File: src/rtl/rs_pkg.sv
// Shared widths, per-entry storage record and CDB bundle for the reservation station.
package rs_pkg;

    localparam int XLEN      = 32;
    localparam int ROB_IDX_W = 3;
    localparam int OPCODE_W  = 4;

    typedef struct packed {
        logic                  busy;
        logic [OPCODE_W-1:0]   opcode;
        logic [ROB_IDX_W-1:0]  rob_idx;
        logic signed [XLEN-1:0] v_i;
        logic signed [XLEN-1:0] v_j;
        logic [ROB_IDX_W-1:0]  q_i;
        logic [ROB_IDX_W-1:0]  q_j;
        logic                  rdy_i;
        logic                  rdy_j;
    } rs_entry_t;

    typedef struct packed {
        logic                   valid;
        logic [ROB_IDX_W-1:0]   tag;
        logic signed [XLEN-1:0] value;
    } cdb_t;

    // An operand captures the broadcast only while it is still waiting on that tag.
    function automatic logic tag_hit(cdb_t cdb, logic rdy, logic [ROB_IDX_W-1:0] q);
        return cdb.valid && !rdy && (q == cdb.tag);
    endfunction

endpackage

File: src/rtl/rs_entry.sv
// One reservation-station slot: operand storage plus CDB tag compare.
// RS_CDB_BYPASS_EN lets an operand dispatched alongside a matching broadcast arrive ready.
module rs_entry
    import rs_pkg::*;
(
    input  logic      clk_in,
    input  logic      rst_in,
    input  logic      alloc_en,
    input  logic      issue_clr,
    input  rs_entry_t alloc_data,
    input  cdb_t      cdb,
    output rs_entry_t state,
    output logic      eligible
);

    rs_entry_t alloc_next;
    logic      hit_i;
    logic      hit_j;

    // NOTE: every always_comb output gets a default first so no latch is inferred.
    always_comb begin
        alloc_next = alloc_data;
`ifdef RS_CDB_BYPASS_EN
        if (tag_hit(cdb, alloc_data.rdy_i, alloc_data.q_i)) begin
            alloc_next.v_i   = cdb.value;
            alloc_next.rdy_i = 1'b1;
        end
        if (tag_hit(cdb, alloc_data.rdy_j, alloc_data.q_j)) begin
            alloc_next.v_j   = cdb.value;
            alloc_next.rdy_j = 1'b1;
        end
`endif
    end

    assign hit_i    = state.busy && tag_hit(cdb, state.rdy_i, state.q_i);
    assign hit_j    = state.busy && tag_hit(cdb, state.rdy_j, state.q_j);
    assign eligible = state.busy && state.rdy_i && state.rdy_j;

    // NOTE: only the control bits are reset; payload fields are don't-care until busy is set.
    always_ff @(posedge clk_in) begin
        if (rst_in) begin
            state.busy  <= 1'b0;
            state.rdy_i <= 1'b0;
            state.rdy_j <= 1'b0;
        end else if (alloc_en) begin
            state <= alloc_next;
        end else if (issue_clr) begin
            state.busy <= 1'b0;
        end else begin
            if (hit_i) begin
                state.v_i   <= cdb.value;
                state.rdy_i <= 1'b1;
            end
            if (hit_j) begin
                state.v_j   <= cdb.value;
                state.rdy_j <= 1'b1;
            end
        end
    end

endmodule

File: src/rtl/reservation_station.sv
// Reservation station: lowest-free allocation, CDB wakeup, lowest-ready registered issue.
// Optional same-cycle dispatch/CDB capture is enabled with RS_CDB_BYPASS_EN.
module reservation_station
    import rs_pkg::*;
#(
    parameter int NUM_ENTRIES = 4
) (
    input  logic                    clk_in,
    input  logic                    rst_in,
    input  logic                    valid_input_in,
    input  logic                    fu_busy_in,
    input  logic [ROB_IDX_W-1:0]    Q_i_in,
    input  logic [ROB_IDX_W-1:0]    Q_j_in,
    input  logic signed [XLEN-1:0]  V_i_in,
    input  logic signed [XLEN-1:0]  V_j_in,
    input  logic                    i_ready,
    input  logic                    j_ready,
    input  logic [ROB_IDX_W-1:0]    rob_idx_in,
    input  logic [OPCODE_W-1:0]     opcode_in,
    input  logic                    cdb_valid_in,
    input  logic [ROB_IDX_W-1:0]    cdb_rob_idx_in,
    input  logic signed [XLEN-1:0]  cdb_value_in,
    output logic signed [XLEN-1:0]  rval1_out,
    output logic signed [XLEN-1:0]  rval2_out,
    output logic [OPCODE_W-1:0]     opcode_out,
    output logic [ROB_IDX_W-1:0]    rob_idx_out,
    output logic                    rs_free_for_input_out,
    output logic                    rs_output_valid_out
);

    localparam int IDX_W = $clog2(NUM_ENTRIES);

    rs_entry_t              entries [NUM_ENTRIES];
    rs_entry_t              alloc_data;
    cdb_t                   cdb;
    logic [NUM_ENTRIES-1:0] busy;
    logic [NUM_ENTRIES-1:0] eligible;
    logic [NUM_ENTRIES-1:0] alloc_en;
    logic [NUM_ENTRIES-1:0] issue_clr;
    logic                   free_found;
    logic                   issue_found;
    logic [IDX_W-1:0]       issue_idx;

    assign cdb = '{valid: cdb_valid_in, tag: cdb_rob_idx_in, value: cdb_value_in};

    assign alloc_data = '{
        busy:    1'b1,
        opcode:  opcode_in,
        rob_idx: rob_idx_in,
        v_i:     V_i_in,
        v_j:     V_j_in,
        q_i:     Q_i_in,
        q_j:     Q_j_in,
        rdy_i:   i_ready,
        rdy_j:   j_ready
    };

    for (genvar g = 0; g < NUM_ENTRIES; g++) begin : g_entry
        rs_entry u_entry (
            .clk_in     (clk_in),
            .rst_in     (rst_in),
            .alloc_en   (alloc_en[g]),
            .issue_clr  (issue_clr[g]),
            .alloc_data (alloc_data),
            .cdb        (cdb),
            .state      (entries[g]),
            .eligible   (eligible[g])
        );
        assign busy[g] = entries[g].busy;
    end

    // Both pickers look only at start-of-cycle state, so a slot freed by this
    // cycle's issue is not offered for allocation until the next cycle.
    always_comb begin
        alloc_en    = '0;
        issue_clr   = '0;
        free_found  = 1'b0;
        issue_found = 1'b0;
        issue_idx   = '0;
        for (int i = 0; i < NUM_ENTRIES; i++) begin
            if (!busy[i] && !free_found) begin
                free_found  = 1'b1;
                alloc_en[i] = valid_input_in;
            end
            if (eligible[i] && !issue_found && !fu_busy_in) begin
                issue_found  = 1'b1;
                issue_clr[i] = 1'b1;
                issue_idx    = IDX_W'(i);
            end
        end
    end

    assign rs_free_for_input_out = free_found;

    always_ff @(posedge clk_in) begin
        if (rst_in || !issue_found) begin
            rs_output_valid_out <= 1'b0;
            rval1_out           <= '0;
            rval2_out           <= '0;
            opcode_out          <= '0;
            rob_idx_out         <= '0;
        end else begin
            rs_output_valid_out <= 1'b1;
            rval1_out           <= entries[issue_idx].v_i;
            rval2_out           <= entries[issue_idx].v_j;
            opcode_out          <= entries[issue_idx].opcode;
            rob_idx_out         <= entries[issue_idx].rob_idx;
        end
    end

endmodule

File: config.mk
export PLATFORM = sky130hd
export DESIGN_NAME = reservation_station
export DESIGN_NICKNAME = d
export VERILOG_FILES = /design/src/rtl/rs_pkg.sv /design/src/rtl/rs_entry.sv /design/src/rtl/reservation_station.sv
export SDC_FILE = /design/constraint.sdc
export NUM_CORES = 1
export LEC_CHECK = 0
export ABC_AREA = 0
export BUFFER_PORTS_ARGS = -buffer_cell sky130_fd_sc_hd__buf_2
export CAP_MARGIN = 10
export CORE_ASPECT_RATIO = 1.1
export CORE_MARGIN = 10
export CORE_UTILIZATION = 55
export DETAILED_ROUTE_END_ITERATION = 8
export PLACE_DENSITY = 0.75
export SYNTH_ARGS = -nofsm -noshare
export SYNTH_HDL_FRONTEND = slang
export SYNTH_SLANG_ARGS = --single-unit
File: constraint.sdc
create_clock -name clk_in -period 4.1 [get_ports clk_in]
set_input_delay 0.41 -clock clk_in [delete_from_list [all_inputs] [get_ports clk_in]]
set_output_delay 0.41 -clock clk_in [all_outputs]
set_load 0.005 [all_outputs]
==> flow_summary.json <==
{
  "clk_latency_ns": 0.54,
  "cts_resized": 0,
  "yosysMostFrequentCell": "nand2_1",
  "outcome": "completed",
  "netlist_top_cells_area": "edfxtp_1 (55%), nand2_1 (16%), dfxtp_1 (10%)",
  "critical_path_arrival_ns": 3.04,
  "clk_pin_slew_worst_paths_ns": 0.06,
  "cts_num_sinks": 392,
  "clockRootBuffer": "clkbuf_16",
  "power_leakage_uw": 0.00787,
  "num_rows": 67,
  "via_per_inst": 5.88,
  "numCtsBuffers": 39,
  "yosysTopAreaCell": "edfxtp_1",
  "synth-edff-count": 308,
  "crit_type": "register to register",
  "groute.usage.overall_pct": 24.0,
  "synth_ff_type": "edfxtp_1",
  "synth.distinct_cells": 33,
  "tritoncts": "done",
  "layout-drive-gt1-share_pct": 16.8,
  "first_pass_iters": 6,
  "syn_avg_cell_area_um2": 10.4,
  "cts_setup_buffers": 0,
  "slew_violations": 0,
  "synth_top_area_share_pct": 55.1,
  "fp.dieW_um": 187,
  "htree_levels": 2,
  "vias": 12900,
  "portBuffers": 191,
  "period_share_pct": 70.0,
  "synth_area_um2": 16800,
  "async_flop_share_pct": 0,
  "yosys_warnings": 0,
  "worstPathMaxFanout": 36,
  "initial_utilization_pct": 55.5,
  "start_kind": "register",
  "grt_max_degree": 75,
  "power_density_nw_per_um2": 434,
  "drtAntennaViolNets": 0,
  "die_h_um": 203,
  "die_area_um2": 37900,
  "synth_sequential_area_ratio_pct": 65.1,
  "grt_pass1_vias": 13000,
  "drt_wl_total_um": 46700,
  "synth_commonest_cells": "nand2_1 (717), edfxtp_1 (308), dfxtp_1 (84), a21oi_1 (82), nand4_1 (72)",
  "fin_tns_setup_ns": 0,
  "ys_seq_elements": 392,
  "wire_per_inst_um": 21.3,
  "required_ns": 4.27,
  "syn_nets": 1727,
  "drcViolationCount": 0,
  "setup_violations": 0,
  "drt_iter0_markers": 1156,
  "io_pins": 192,
  "dp_hpwl_um": 28000,
  "worst_slew_pin_slew_ns": 1.19,
  "hold_viol": 0,
  "gp_congestion": 0.841,
  "utilization_pct": 63.9,
  "max_freq_mhz": 349,
  "areaGrowthSynthToFinish_pct": 15.1,
  "fin_nets": 1869,
  "fin_crit_ns": 2.87,
  "rsz0062_at_grt": "no",
  "cts.path.max_buffers": 3,
  "relSlewSlack_pct": 20.7,
  "hp-class": "primary input to register",
  "endpoint_kind": "register",
  "cts_hold_buffers": 0,
  "finClkSkew_ns": 0.0195,
  "synthCells": 1608,
  "vdd_ir_drop_max_uv": 293,
  "cap_violations": 0,
  "core_area_um2": 30300,
  "grt_antenna_before_repair": 11,
  "grt_pass1_wl_um": 71700,
  "overflow": 0
}
[report_power, final]
part	total, uW	leakage [uW]	internal, uW	switching (uW)
logic	473	0.00377	149	324
clock network	3510	0.000623	2030	1480
registers	4410	0.00348	4380	23.6
[registers in the layout, indices dropped and copies added, names as in the netlist]
name                   cells
g_entry.u_entry.state    320
rval1_out                 32
rval2_out                 32
opcode_out                 4
rob_idx_out                3
rs_output_valid_out        1
[final timing paths]
path                                              from                                       end  slack [ns]  cells after the start
min reg2reg   g_entry[1].u_entry.state[1]$_SDFFE_PP0P_  g_entry[1].u_entry.state[1]$_SDFFE_PP0P_        0.50                      2
min                                      rob_idx_in[1]    g_entry[2].u_entry.state[73]$_DFFE_PP_        0.09                      1
max reg2reg  g_entry[0].u_entry.state[79]$_SDFFE_PP0P_    g_entry[3].u_entry.state[45]$_DFFE_PP_        1.23                      4
max          g_entry[0].u_entry.state[79]$_SDFFE_PP0P_    g_entry[3].u_entry.state[45]$_DFFE_PP_        1.23                      4
[cells in the final DEF, fill, tap and decap left out, drive strengths merged, types with 3 or more instances in the layout]
master and count:
nor3 7, buf 216, nand3 3, dfxtp 84
clkbuf 52, o21a 71, a21oi 82, nand4b 4
nor2 13, diode 4, clkinv 13, inv 9
and4b 3, xor2 20, nor4 6, nand2 717
nand4 72, a22o 71, xnor2 4, nand2b 4
edfxtp 308, a221oi 4
[layout make-up]
| cell class | instances | area (um2) |
|---|---|---|
| diodes | 4 | 10.0 |
| multi-input cells | 1093 | 5430 |
| clock inverters | 18 | 156 |
| clock buffers | 52 | 1110 |
| inverters | 8 | 30.0 |
| well taps | 414 | 518 |
| fillers | 2309 | 10900 |
| flip-flops and latches | 392 | 10900 |
| repair buffers | 216 | 1140 |
[metal layers]
| layer | wire [um] | share of wire [%] | GRT usage, % |
|---|---|---|---|
| met1 | 17100 | 37 | 28.3 |
| met2 | 23500 | 50 | 41.8 |
| met3 | 4360 | 9.3 | 5.53 |
| met4 | 1720 | 3.7 | 9.77 |
| met5 | 68 | 0.15 | 0 |
[per-stage QoR]
step	hold slack [ns]	total power, uW	setup slack [ns]	area, um2	cells
global placement	0.488	4930	1.26	18100	2123
CTS	0.0831	8410	1.24	19300	2193
finish	0.0942	8390	1.23	19300	2197
floorplan	0.463	4740	0.757	16800	1608
global route	0.0995	8640	1.12	19300	2195
detailed placement	0.495	4950	1.22	18100	2123
[critical path, stage by stage, from the launching register on]
cell and delay, ns:
dfxtp_1 0.50, nand2_1 0.26, or3_2 0.93, a21oi_4 0.34, buf_4 0.46
[kinds of logic after synthesis]
family | share of synthesized area [%]
simple gates | 20.4
flops | 65.1
compound gates | 9.97
buf+inv | 3.30
xor+xnor | 1.25
No activity file was read; power rests on OpenSTA's default activity.
